[src/rtl/vga_reset_sequencer.sv]
// Bring-up sequencer for the VGA datapath: PLL lock -> timed core reset release -> video enable at first vsync.
// Optional build macro VGA_SEQ_LOCK_FILTER_EN adds a consecutive-low glitch filter on the synchronized lock.
module vga_reset_sequencer #(
  parameter int   HOLD_CYCLES        = 1023,
  parameter int   VS_TIMEOUT         = 840000,
  parameter logic VS_ACTIVE          = 1'b0,
  parameter int   CNT_W              = 8,
  parameter int   LOCK_FILTER_CYCLES = 4
) (
  input  logic             clk,
  input  logic             rst_n,
  input  logic             pll_locked,
  input  logic             vga_sel_in,
  input  logic             vs,
  output logic             core_rst,
  output logic             out_en,
  output logic             vga_sel,
  output logic [1:0]       state,
  output logic [CNT_W-1:0] lost_cnt,
  output logic [CNT_W-1:0] timeout_cnt
);

  typedef enum logic [1:0] {
    WAIT_LOCK = 2'd0,
    HOLD      = 2'd1,
    ARM       = 2'd2,
    RUN       = 2'd3
  } state_t;

  localparam int HOLD_W = $clog2(HOLD_CYCLES + 1);
  localparam int TMR_W  = $clog2(VS_TIMEOUT + 1);
  localparam logic [HOLD_W-1:0] HOLD_LAST = HOLD_W'(HOLD_CYCLES - 1);
  localparam logic [TMR_W-1:0]  TMR_LAST  = TMR_W'(VS_TIMEOUT - 1);

  if (HOLD_CYCLES < 1 || VS_TIMEOUT < 1 || CNT_W < 1 || LOCK_FILTER_CYCLES < 1) begin : g_param_check
    $error("vga_reset_sequencer: parameters must all be >= 1");
  end

  state_t            state_q, state_d;
  logic [HOLD_W-1:0] hold_q, hold_d;
  logic [TMR_W-1:0]  timer_q, timer_d;
  logic              core_rst_d, out_en_d, vga_sel_d;
  logic [CNT_W-1:0]  lost_d, timeout_d;
  logic              lock_meta, lock_s, vs_q;
  logic              vs_edge, lock_lost;

  // NOTE: every clocked assignment uses <= so all flops update from the same pre-edge values.
  always_ff @(posedge clk) begin
    if (!rst_n) begin
      lock_meta <= 1'b0;
      lock_s    <= 1'b0;
      vs_q      <= 1'b0;
    end else begin
      lock_meta <= pll_locked;
      lock_s    <= lock_meta;
      vs_q      <= vs;
    end
  end

  assign vs_edge = (vs_q != VS_ACTIVE) && (vs == VS_ACTIVE);

`ifdef VGA_SEQ_LOCK_FILTER_EN
  localparam int FILT_W = $clog2(LOCK_FILTER_CYCLES + 1);
  localparam logic [FILT_W-1:0] FILT_LAST = FILT_W'(LOCK_FILTER_CYCLES - 1);
  logic [FILT_W-1:0] low_cnt;

  // low_cnt holds how many earlier consecutive low samples preceded the current one.
  always_ff @(posedge clk) begin
    if (!rst_n || lock_s) begin
      low_cnt <= '0;
    end else if (low_cnt != FILT_LAST) begin
      low_cnt <= low_cnt + 1'b1;
    end
  end

  assign lock_lost = !lock_s && (low_cnt == FILT_LAST);
`else
  assign lock_lost = !lock_s;
`endif

  function automatic logic [CNT_W-1:0] sat_inc(input logic [CNT_W-1:0] v);
    return (&v) ? v : v + 1'b1;
  endfunction

  // NOTE: every signal gets its hold value first, so no path through the case can infer a latch.
  always_comb begin
    state_d    = state_q;
    hold_d     = hold_q;
    timer_d    = timer_q;
    core_rst_d = core_rst;
    out_en_d   = out_en;
    vga_sel_d  = vga_sel;
    lost_d     = lost_cnt;
    timeout_d  = timeout_cnt;

    case (state_q)
      WAIT_LOCK: begin
        core_rst_d = 1'b1;
        out_en_d   = 1'b0;
        if (lock_s) begin
          state_d = HOLD;
          hold_d  = '0;
        end
      end
      HOLD: begin
        timer_d = '0;
        if (lock_lost) begin
          state_d    = WAIT_LOCK;
          core_rst_d = 1'b1;
          out_en_d   = 1'b0;
        end else if (hold_q == HOLD_LAST) begin
          state_d    = ARM;
          core_rst_d = 1'b0;
          vga_sel_d  = vga_sel_in;
        end else begin
          hold_d = hold_q + 1'b1;
        end
      end
      ARM: begin
        // Lock loss beats a vsync edge, and a vsync edge beats the timeout.
        if (lock_lost) begin
          state_d    = WAIT_LOCK;
          core_rst_d = 1'b1;
          out_en_d   = 1'b0;
          lost_d     = sat_inc(lost_cnt);
        end else if (vs_edge) begin
          state_d  = RUN;
          out_en_d = 1'b1;
        end else if (timer_q == TMR_LAST) begin
          state_d    = HOLD;
          core_rst_d = 1'b1;
          hold_d     = '0;
          timeout_d  = sat_inc(timeout_cnt);
        end else begin
          timer_d = timer_q + 1'b1;
        end
      end
      RUN: begin
        if (lock_lost) begin
          state_d    = WAIT_LOCK;
          core_rst_d = 1'b1;
          out_en_d   = 1'b0;
          lost_d     = sat_inc(lost_cnt);
        end
      end
      default: state_d = WAIT_LOCK;
    endcase
  end

  always_ff @(posedge clk) begin
    if (!rst_n) begin
      state_q     <= WAIT_LOCK;
      hold_q      <= '0;
      timer_q     <= '0;
      core_rst    <= 1'b1;
      out_en      <= 1'b0;
      vga_sel     <= 1'b0;
      lost_cnt    <= '0;
      timeout_cnt <= '0;
    end else begin
      state_q     <= state_d;
      hold_q      <= hold_d;
      timer_q     <= timer_d;
      core_rst    <= core_rst_d;
      out_en      <= out_en_d;
      vga_sel     <= vga_sel_d;
      lost_cnt    <= lost_d;
      timeout_cnt <= timeout_d;
    end
  end

  assign state = state_q;

endmodule

[config.mk]
export PLATFORM = sky130hd
export DESIGN_NAME = vga_reset_sequencer
export DESIGN_NICKNAME = d
export VERILOG_FILES = /design/src/rtl/vga_reset_sequencer.sv
export SDC_FILE = /design/constraint.sdc
export NUM_CORES = 1
export LEC_CHECK = 0
export BUFFER_PORTS_ARGS = -buffer_cell sky130_fd_sc_hd__buf_2
export CAP_MARGIN = 20
export CORE_ASPECT_RATIO = 0.8
export CORE_MARGIN = 4
export CORE_UTILIZATION = 50
export CTS_CLUSTER_SIZE = 8
export DETAILED_ROUTE_END_ITERATION = 6
export PLACE_DENSITY = 0.76
export SLEW_MARGIN = 20
export SYNTH_ARGS = -nofsm -noshare
export SYNTH_HDL_FRONTEND = slang
export SYNTH_SLANG_ARGS = --single-unit
[constraint.sdc]
create_clock -name clk -period 1.8 [get_ports clk]
set_input_delay 0.18 -clock clk [delete_from_list [all_inputs] [get_ports clk]]
set_output_delay 0.18 -clock clk [all_outputs]
set_load 0.05 [all_outputs]
# Yosys cells after proc, flatten, opt, wreduce, memory -nomap -nowiden
# Index checks and enable logic that the tools add are counted.
dict set report totals {
  latchBits 0
  wordCells 85
  out_inout_bits 21
  ramBits 0
  mem_bits_ro 0
  n_memories 0
  input_bits 5
  register_bits 54
}
dict set report op_classes {
  bitwise_logic 5
  n_addsub 4
  mux 30
  reduce_logical 16
  n_eq_ne 19
  n_mul 0
  magnitude_cmp 0
  div_mod_pow 0
  shifts 0
}
# cell n
set op_table {}
lappend op_table {{10-bit two-way mux} 6}
lappend op_table {{20-bit two-way mux} 3}
lappend op_table {{20-bit case mux with 2 select lines} 1}
lappend op_table {{10-bit case mux with 3 select lines} 1}
lappend op_table {{20-bit by 1-bit adder with 20-bit output (second input constant)} 1}
lappend op_table {{20-bit equality test (second input constant)} 1}
lappend op_table {{2-bit != test (second input constant)} 9}
lappend op_table {{8-bit by 1-bit adder with 8-bit output (second input constant)} 2}
lappend op_table {{8-bit AND reduction} 2}
lappend op_table {{2-bit two-way mux} 7}
lappend op_table {{3-bit != test (second input constant)} 4}
lappend op_table {{4-bit AND reduction} 3}
lappend op_table {{10-bit by 1-bit adder with 10-bit output (second input constant)} 1}
lappend op_table {{10-bit equality test (second input constant)} 1}
lappend op_table {{1-bit two-way mux} 9}
lappend op_table {{2-bit case mux with 4 select lines} 1}
lappend op_table {{7-bit AND reduction} 1}
lappend op_table {{3-bit AND reduction} 2}
lappend op_table {{1-bit NOT} 5}
lappend op_table {{5-bit AND reduction} 1}
lappend op_table {{2-bit equality test (second input constant)} 2}
lappend op_table {{4-bit != test (second input constant)} 1}
lappend op_table {{1-bit case mux with 4 select lines} 1}
lappend op_table {{2-bit OR reduction} 2}
lappend op_table {{7 further kinds} 7}

# Depth between registers and ports, before layout
# Gate-level depths: netlist (run 1).
dict set report depth {
  word_depth 5
  mapped_depth 8
}

# Worst setup path after synthesis (run 1)
# Ideal clock, no wire load.
dict set report synth_path {
  path_type {reg-to-reg}
  startpoint {register state_q[1] (netlist: state[1])}
  endpoint {register timer_q[14]}
  synth_period_minus_slack_ns 2.040
  t_arrival_ns 1.969
  path_stages_with_launch 7
  slack_ns -0.240
  path_buffers 1
  setup_ns 0.071
  cell_sequence {dfxtp_1 nand3b_2 nor2_8 a31oi_1 buf_2 or4_1 a21oi_1}
}
dict set report synth_via {
  elab_chain_len 3
}
# element line_no
set synth_lines {}
lappend synth_lines {{from (decl)} 39} ;# state_t state_q, state_d;
lappend synth_lines {{from (signal assigned)} 161} ;# state_q <= state_d;
lappend synth_lines {{2-bit equality test or 2-bit by 1-bit equality test with 1-bit output (tied branches)} 96} ;# case (state_q)
lappend synth_lines {{2-bit != test (no line) or 2-bit nonzero test (tied branches)} -}
lappend synth_lines {{4-bit AND reduction (no line)} -}
lappend synth_lines {{to (signal assigned)} 163} ;# timer_q <= timer_d;
lappend synth_lines {{to (decl)} 41} ;# logic [TMR_W-1:0] timer_q, timer_d;
# Parallel ways exist; a longest one is shown, timed or not.
# A chain may end at the register's enable or synchronous reset.

# Worst setup path after layout (run 1)
dict set report layout_path {
  startpoint {register timer_q[6]}
  endpoint {register timeout_cnt[5]}
}
dict set report layout_via {
  elab_chain_len 2
}
# element line_no
set layout_lines {}
lappend layout_lines {{20-bit equality test} 129} ;# end else if (timer_q == TMR_LAST) begin
lappend layout_lines {{5-bit AND reduction (no line)} -}
lappend layout_lines {{to (signal assigned)} 168} ;# timeout_cnt <= timeout_d;
lappend layout_lines {{to (decl)} 20} ;# output logic [CNT_W-1:0] timeout_cnt
# No other way between the ends.

==> key figures, run 1 <==
Pwr
  – Power density over cell area: about 600 nW/um^2
  – Peak supply drop: 0.000435 V
  – Lkg Pwr: between 1 and 1.5 nW

Worst setup path
  – Worst setup path class: register to register
  – Crit-path cells: and4bb_1 -> and4b_4 -> nand4_4 -> or4_1 -> a21oi_1
  – Buf/Inv on CP: 0
  – Worst Setup EP: timeout_cnt[5]$_SDFFE_PN0P_
  – WP data required: 2.05 ns
  – Critical path peak fanout: 8
  – RR Endpoint: timeout_cnt[5]$_SDFFE_PN0P_
  – Worst reg2reg setup slack: approximately 0.040 ns
  – Crit path arrival time: roughly 2.0 ns
  – FF-to-FF Start: timer_q[6]$_SDFFE_PN0P_
  – Reg2Reg Depth: 5
  – Slowest stage delay, CP: ~0.5 ns
  – Critical-path top delay cell: or4_1
  – Crit path max-delay family: simple AND/OR/NAND/NOR gates
  – Crit path launch: timer_q[6]$_SDFFE_PN0P_
  – Worst setup SP type: register
  – CP Capture Type: register
  – Crit path depth: 5

Detailed routing
  – Antenna violation net count after detailed routing: 0
  – Vias per cell: ~5.9
  – Remaining DRCs: 0
  – DRT Wirelength: between 6 and 7 mm
  – DR WL/cell: between 15 and 20 um
  – DR iter-0 viols: 171
  – Pre-Repair DR Iteration Count: 4
  – Vias: 2580

Synthesis
  – Synth Flop Type: dfxtp_1
  – Mapped cell area: ~2800 um^2
  – Synth unique cells: 57
  – Synth Register Bits: 54
  – Synthesized netlist net count: approximately 320
  – Seq/Total Area, Yosys: about two fifths
  – Cells after Synth: about 310
  – Asr flop ratio synth: 0%
  – Synth Warn #: 0
  – Mean Syn Cell Area: 8.84 um^2
  – Post-synth EDFFs: 0

STA
  – Final Skew: 0.00794 ns
  – Fin. max-slew vios: 0
  – Slew HR: about 72%
  – Fin. Hold Viols: 0
  – Fin crit share: 97.8%
  – Min Tclk post-route: ~1.8 ns
  – Setup ws final: 0.0395 ns
  – Setup TNS: 0 ns
  – Slew of the pin with the lowest slew margin: ~0.42 ns
  – RSZ-0062 raised after global routing: yes
  – Hold Worst Slack: 0.0701 ns
  – Fmax: approximately 570 MHz
  – Final setup fails: 0

Layout
  – Area Growth Syn to Fin: 22.8%
  – Share of cells above drive strength 1: 33.1%
  – Final instance area: approximately 3400 um^2
  – Nets: about 380
  – Finished Layout Cells: 437
  – Commonest cells after routing, fill and taps aside: buf_4, dfxtp_1, nand2_1, nor2_1, buf_2
  – Most common cell after layout, fill and taps aside: buf_4
  – ANT cells: 0

Clocking
  – Num CTS Buffers: 5
  – H-tree levels: 2
  – Clk_lat worst skew: 0.31 ns
  – Root Driver: clkbuf_8
  – Hold buffers post-CTS: 0
  – Max clock buf depth: 2
  – TritonCTS clock tree: built
  – CTS clock-pin slew for the worst setup and hold paths: roughly 0.1 ns
  – Clock sinks: 54

Placed design
  – Post-DP Area: 3210 um^2
  – Port bufs: 25
  – Cells after DPL: 427
  – DP Worst Slack: roughly 0.00080 ns
  – HPWL after DPL: about 4.9 mm
  – Final GP Congestion: ~0.87

GRT
  – Global-route wire length before repair: ~11 mm
  – Vias in the first global route: between 2000 and 2500
  – GRT busiest layer: met2
  – GRT Resource Usage Total: approximately a fifth
  – Overflow after GRT: 0
  – Initial antenna violation count: 0
  – Pin count of the biggest net entering global routing: 18
  – Met3 Resource Use GR: under 10%
  – GRT met2 Usage: approximately 31%
  – Met1 Use GR: between 20 and 30%

Floorplanning
  – Die Area: ~6800 um^2
  – Site Rows: 23
  – Top-Level Pins: 26
  – Die X: approximately 91 um
  – Core area: 5180 um^2
  – Initial Utilization: a little over half
  – Die height: around 75 um

Run
  – Max Cap Viol: 0

Worst hold path
  – HP Class: primary input to register
  – Hold Path Origin: pll_locked

Run status
  – Run status: complete, no violations
## report_power, final
| group | switching, W | internal, W |
|---|---|---|
| clock network | 0.000400 | 0.000310 |
| registers | 0.00000223 | 0.00120 |
| logic | 0.0000487 | 0.0000219 |
## layer usage
layer | wire, um | vias up
met4 | 77 | 0
li1 | - | 1284
met1 | 3310 | 1222
met3 | 313 | 7
met2 | 2950 | 67
met5 | 0 | -
## worst reg2reg max path, stage by stage (launching register included)
cell and delay (ns):
dfxtp_2 0.33, and4bb_1 0.32, and4b_4 0.27, nand4_4 0.13, or4_1 0.50, a21oi_1 0.15
## layout make-up
cell class | count | area, um^2
inverter | 8 | 30.0
fill | 421 | 1780
clock buffer | 6 | 82.6
tap | 62 | 77.6
clock inverter | 2 | 12.5
multi-input combinational | 239 | 1660
sequential | 54 | 1100
timing repair buffer | 66 | 433
## sequential cells by signal, summed over array words and instances, names as in the netlist
| signal | count |
|---|---|
| timer_q | 20 |
| hold_q | 10 |
| lost_cnt | 8 |
| timeout_cnt | 8 |
| state | 2 |
| core_rst | 1 |
| lock_meta | 1 |
| lock_s | 1 |
| out_en | 1 |
| vga_sel | 1 |
| vs_q | 1 |
## through the flow
| stage | power (W) | utilization (%) |
|---|---|---|
| final | 0.00198 | 65.6 |
| after global routing | 0.00205 | 65.6 |
| after CTS | 0.00199 | 64.2 |
| after detailed placement | 0.00130 | 62.0 |
| after global placement | 0.00130 | 62.0 |
| after floorplan | 0.00127 | - |
## kinds of logic after synthesis
family                     share of synthesized area (%)
AOI/OAI and AO/OA                                   17.1
xor gates and xnor gates                            6.02
adders and majority gates                           2.26
buffers and inverters                               3.35
DFF                                                 39.1
muxes                                               1.09
and+or+nand+nor                                     31.2
## how the worst min path moves through the flow
stage                            to  slack, ns  cells after the start
3_5_place_dp   lock_meta$_SDFF_PN0_       0.40                      2
5_1_grt        lock_meta$_SDFF_PN0_       0.08                      2
2_1_floorplan       vs_q$_SDFF_PN0_       0.30                      1
6_report       lock_meta$_SDFF_PN0_       0.07                      2
4_1_cts        lock_meta$_SDFF_PN0_       0.07                      2
3_3_place_gp   lock_meta$_SDFF_PN0_       0.39                      2
## Yosys cell counts, types with 2 or more instances
library cell | number | area share [%]
a211o_2 | 2 | 0.72
a211oi_1 | 2 | 0.54
a21o_1 | 2 | 0.54
a21oi_1 | 20 | 3.6
a311oi_2 | 3 | 1.6
a31oi_1 | 4 | 0.90
a32o_1 | 2 | 0.72
and2_1 | 4 | 0.90
and3_1 | 5 | 1.1
and4_1 | 4 | 1.3
buf_2 | 6 | 1.1
clkbuf_1 | 5 | 0.68
dfxtp_1 | 54 | 39
ha_1 | 5 | 2.3
inv_1 | 8 | 1.1
mux2i_1 | 3 | 1.1
nand2_1 | 30 | 4.1
nand2b_1 | 6 | 1.4
nand3_1 | 17 | 3.1
nand4_1 | 12 | 2.7
nand4_4 | 2 | 1.5
nor2_1 | 29 | 3.9
nor2_8 | 2 | 1.4
nor2b_1 | 2 | 0.45
nor3_1 | 5 | 0.90
nor4_1 | 3 | 0.68
o211ai_1 | 2 | 0.54
o21ai_0 | 9 | 1.6
o21ai_1 | 3 | 0.54
o31ai_1 | 7 | 1.9
or3_1 | 5 | 1.1
or4_1 | 8 | 2.2
xnor2_1 | 7 | 2.2
xor2_1 | 12 | 3.8
## what timing repair did
item,4_1_cts,5_1_grt
gates resized for setup,2,23
endpoints found under the setup margin,5,23
cloned,0,0
pin swaps,1,7
buffers inserted,1,1
(Power assumes the default switching activity.)
==> run 2, diff against run 1 <==
Settings changed: SETUP_SLACK_MARGIN from default to 0.5.
==> key figures, run 2 (synthesis results as in run 1) <==
GRT
  – Overflow after GRT: 0
  – Vias in the first global route: roughly 2800
  – GRT Resource Usage Total: between 20% and 30%
  – Pin count of the biggest net entering global routing: 19
  – Initial antenna violation count: 0
  – Global-route wire length before repair: 14.1 mm

Detailed routing
  – DR WL/cell: about 21 um
  – DR iter-0 viols: 350
  – Met2 WL: between 4 and 5 mm
  – Met3 routed WL: ~740 um
  – Remaining DRCs: 0
  – DRT Wirelength: just under 10 mm
  – Vias per cell: roughly 6.4
  – Met1 wire length: 4.22 mm
  – Top Layer Used: met4
  – Pre-Repair DR Iteration Count: 5
  – Antenna violation net count after detailed routing: 0
  – Vias: a little over 3000

STA
  – Slew of the pin with the lowest slew margin: between 0.3 and 0.4 ns
  – Slew HR: approximately 75%
  – Min Tclk post-route: about 1.8 ns
  – Final Skew: 0.00881 ns
  – Setup ws final: -0.0240 ns
  – RSZ-0062 raised after global routing: yes
  – Fin crit share: 101%
  – Fin. Hold Viols: 0
  – Setup TNS: -0.0240 ns
  – Final setup fails: 1
  – Fmax: about 550 MHz
  – Fin. max-slew vios: 0
  – Hold Worst Slack: 0.0676 ns

Worst setup path
  – Slowest stage delay, CP: 0.53 ns
  – Critical-path top delay cell: or4_1
  – Worst setup path class: register to register
  – Critical path peak fanout: 8
  – WP data required: 2.02 ns
  – Crit path arrival time: between 2 and 2.5 ns
  – Worst setup SP type: register
  – Crit-path cells: and4bb_2 -> nand4b_1 -> buf_4 -> a31oi_4 -> or4_1 -> a21oi_1
  – CP Capture Type: register

Placed design
  – Final GP Congestion: ~0.89
  – Port bufs: 25
  – DP Worst Slack: -0.0768 ns
  – HPWL after DPL: approximately 4.9 mm
  – Post-DP Area: 3370 um^2
  – Cells after DPL: 423

Pwr
  – Lkg Pwr: ~1.8 nW
  – Power density over cell area: between 400 and 500 nW/um^2
  – Peak supply drop: between 0.0004 and 0.0005 V

Run status
  – Failing checks: setup timing
  – Run status: finished, violations left

Layout
  – Max reg flops: 20
  – Footprint of the multi-input gates: between 2000 and 2500 um^2
  – Register area: ~1200 um^2
  – Biggest register: timer_q
  – Nets: 423
  – Final instance area: about 4300 um^2
  – Share of cells above drive strength 1: a little under three fifths
  – Commonest cells after routing, fill and taps aside: buf_4, nor2_1, nand2_1, buf_6, dfxtp_4
  – Area Growth Syn to Fin: 55.9%
  – Fillers: about 280
  – Most common cell after layout, fill and taps aside: buf_4
  – ANT cells: 0
  – Finished Layout Cells: between 400 and 500
  – Top Registers: timer_q (20), hold_q (10)

Floorplanning
  – Die X: about 91 um
  – Initial Utilization: 53.4%
  – Top-Level Pins: 26
  – Site Rows: 23
  – Die Area: approximately 6800 um^2
  – Die height: around 75 um
  – Core area: 5180 um^2

Clocking
  – Root Driver: clkbuf_8
  – H-tree levels: 2
  – Hold buffers post-CTS: 0
  – Max clock buf depth: 2
  – Clock sinks: between 50 and 60
  – TritonCTS clock tree: built
  – Num CTS Buffers: 5
  – Clk_lat worst skew: 0.31 ns
  – CTS clock-pin slew for the worst setup and hold paths: between 0.1 and 0.15 ns

Worst hold path
  – HP Class: primary input to register

Run
  – Max Cap Viol: 0
[run 2: cell types whose count changed in the layout (fill, tap and decap cells not counted), moves of 4 or more]
cell     previous run  this run
dfxtp_1            35        10
buf_6               0        24
dfxtp_4             0        23
buf_4              41        55
nand2_1            30        24
nand3_1            17        12
nand3_2             0         5
ha_1                5         1
nand2_2             0         4
nor3_4              0         4
[run 2: timing repair]
action / CTS / global route
gates resized for setup: 55 / 66
buffers inserted: 31 / 13
pin swaps: 45 / 37
endpoints found under the setup margin: 49 / 52
cloned: 1 / 0
[run 2: cell type report]
type | instances | area share, %
clock buffers | 5 | 1.60
inverters | 8 | 0.784
repair buffers | 105 | 20.0
well taps | 62 | 1.80
clock inverters | 3 | 0.609
multi-input cells | 239 | 47.6
flip-flops and latches | 54 | 27.7
[run 2: worst max-delay path: cells and delay by family (launching register included)]
| family | cells | cell delay (ns) |
|---|---|---|
| simple gates | 3 | 0.91 |
| compound gates | 2 | 0.35 |
| flops | 1 | 0.34 |
| buf+inv | 1 | 0.13 |
[run 2: per-layer routing]
layer | vias up | track usage [%]
met5 | - | 0
met4 | 0 | 5.85
met3 | 35 | 4.15
met2 | 182 | 43.6
met1 | 1471 | 34.8
li1 | 1367 | -
[run 2: path summary, 6_finish.rpt]
check | start | endpoint | slack (ns) | cells after the start
min | pll_locked | lock_meta$_SDFF_PN0_ | 0.07 | 2
max | timer_q[13]$_SDFFE_PN0P_ | timer_q[14]$_SDFFE_PN0P_ | -0.02 | 6
min reg2reg | lock_meta$_SDFF_PN0_ | lock_s$_SDFF_PN0_ | 0.45 | 1
max reg2reg | timer_q[13]$_SDFFE_PN0P_ | timer_q[14]$_SDFFE_PN0P_ | -0.02 | 6
[run 2: stage by stage]
step                util [%]  total power, W
finish                  83.2         0.00199
global route            83.2         0.00205
CTS                     75.9         0.00198
detailed placement      65.1         0.00129
global placement        65.1         0.00129
floorplan                  -         0.00126
[run 2: power breakdown]
group	leakage [nW]	total, W	internal (W)	switching, W
logic	1.25	0.000104	0.0000370	0.0000673
clock network	0.0483	0.000717	0.000282	0.000435
registers	0.465	0.00117	0.00116	0.00000296
total	1.76	0.00199	0.00148	0.000505
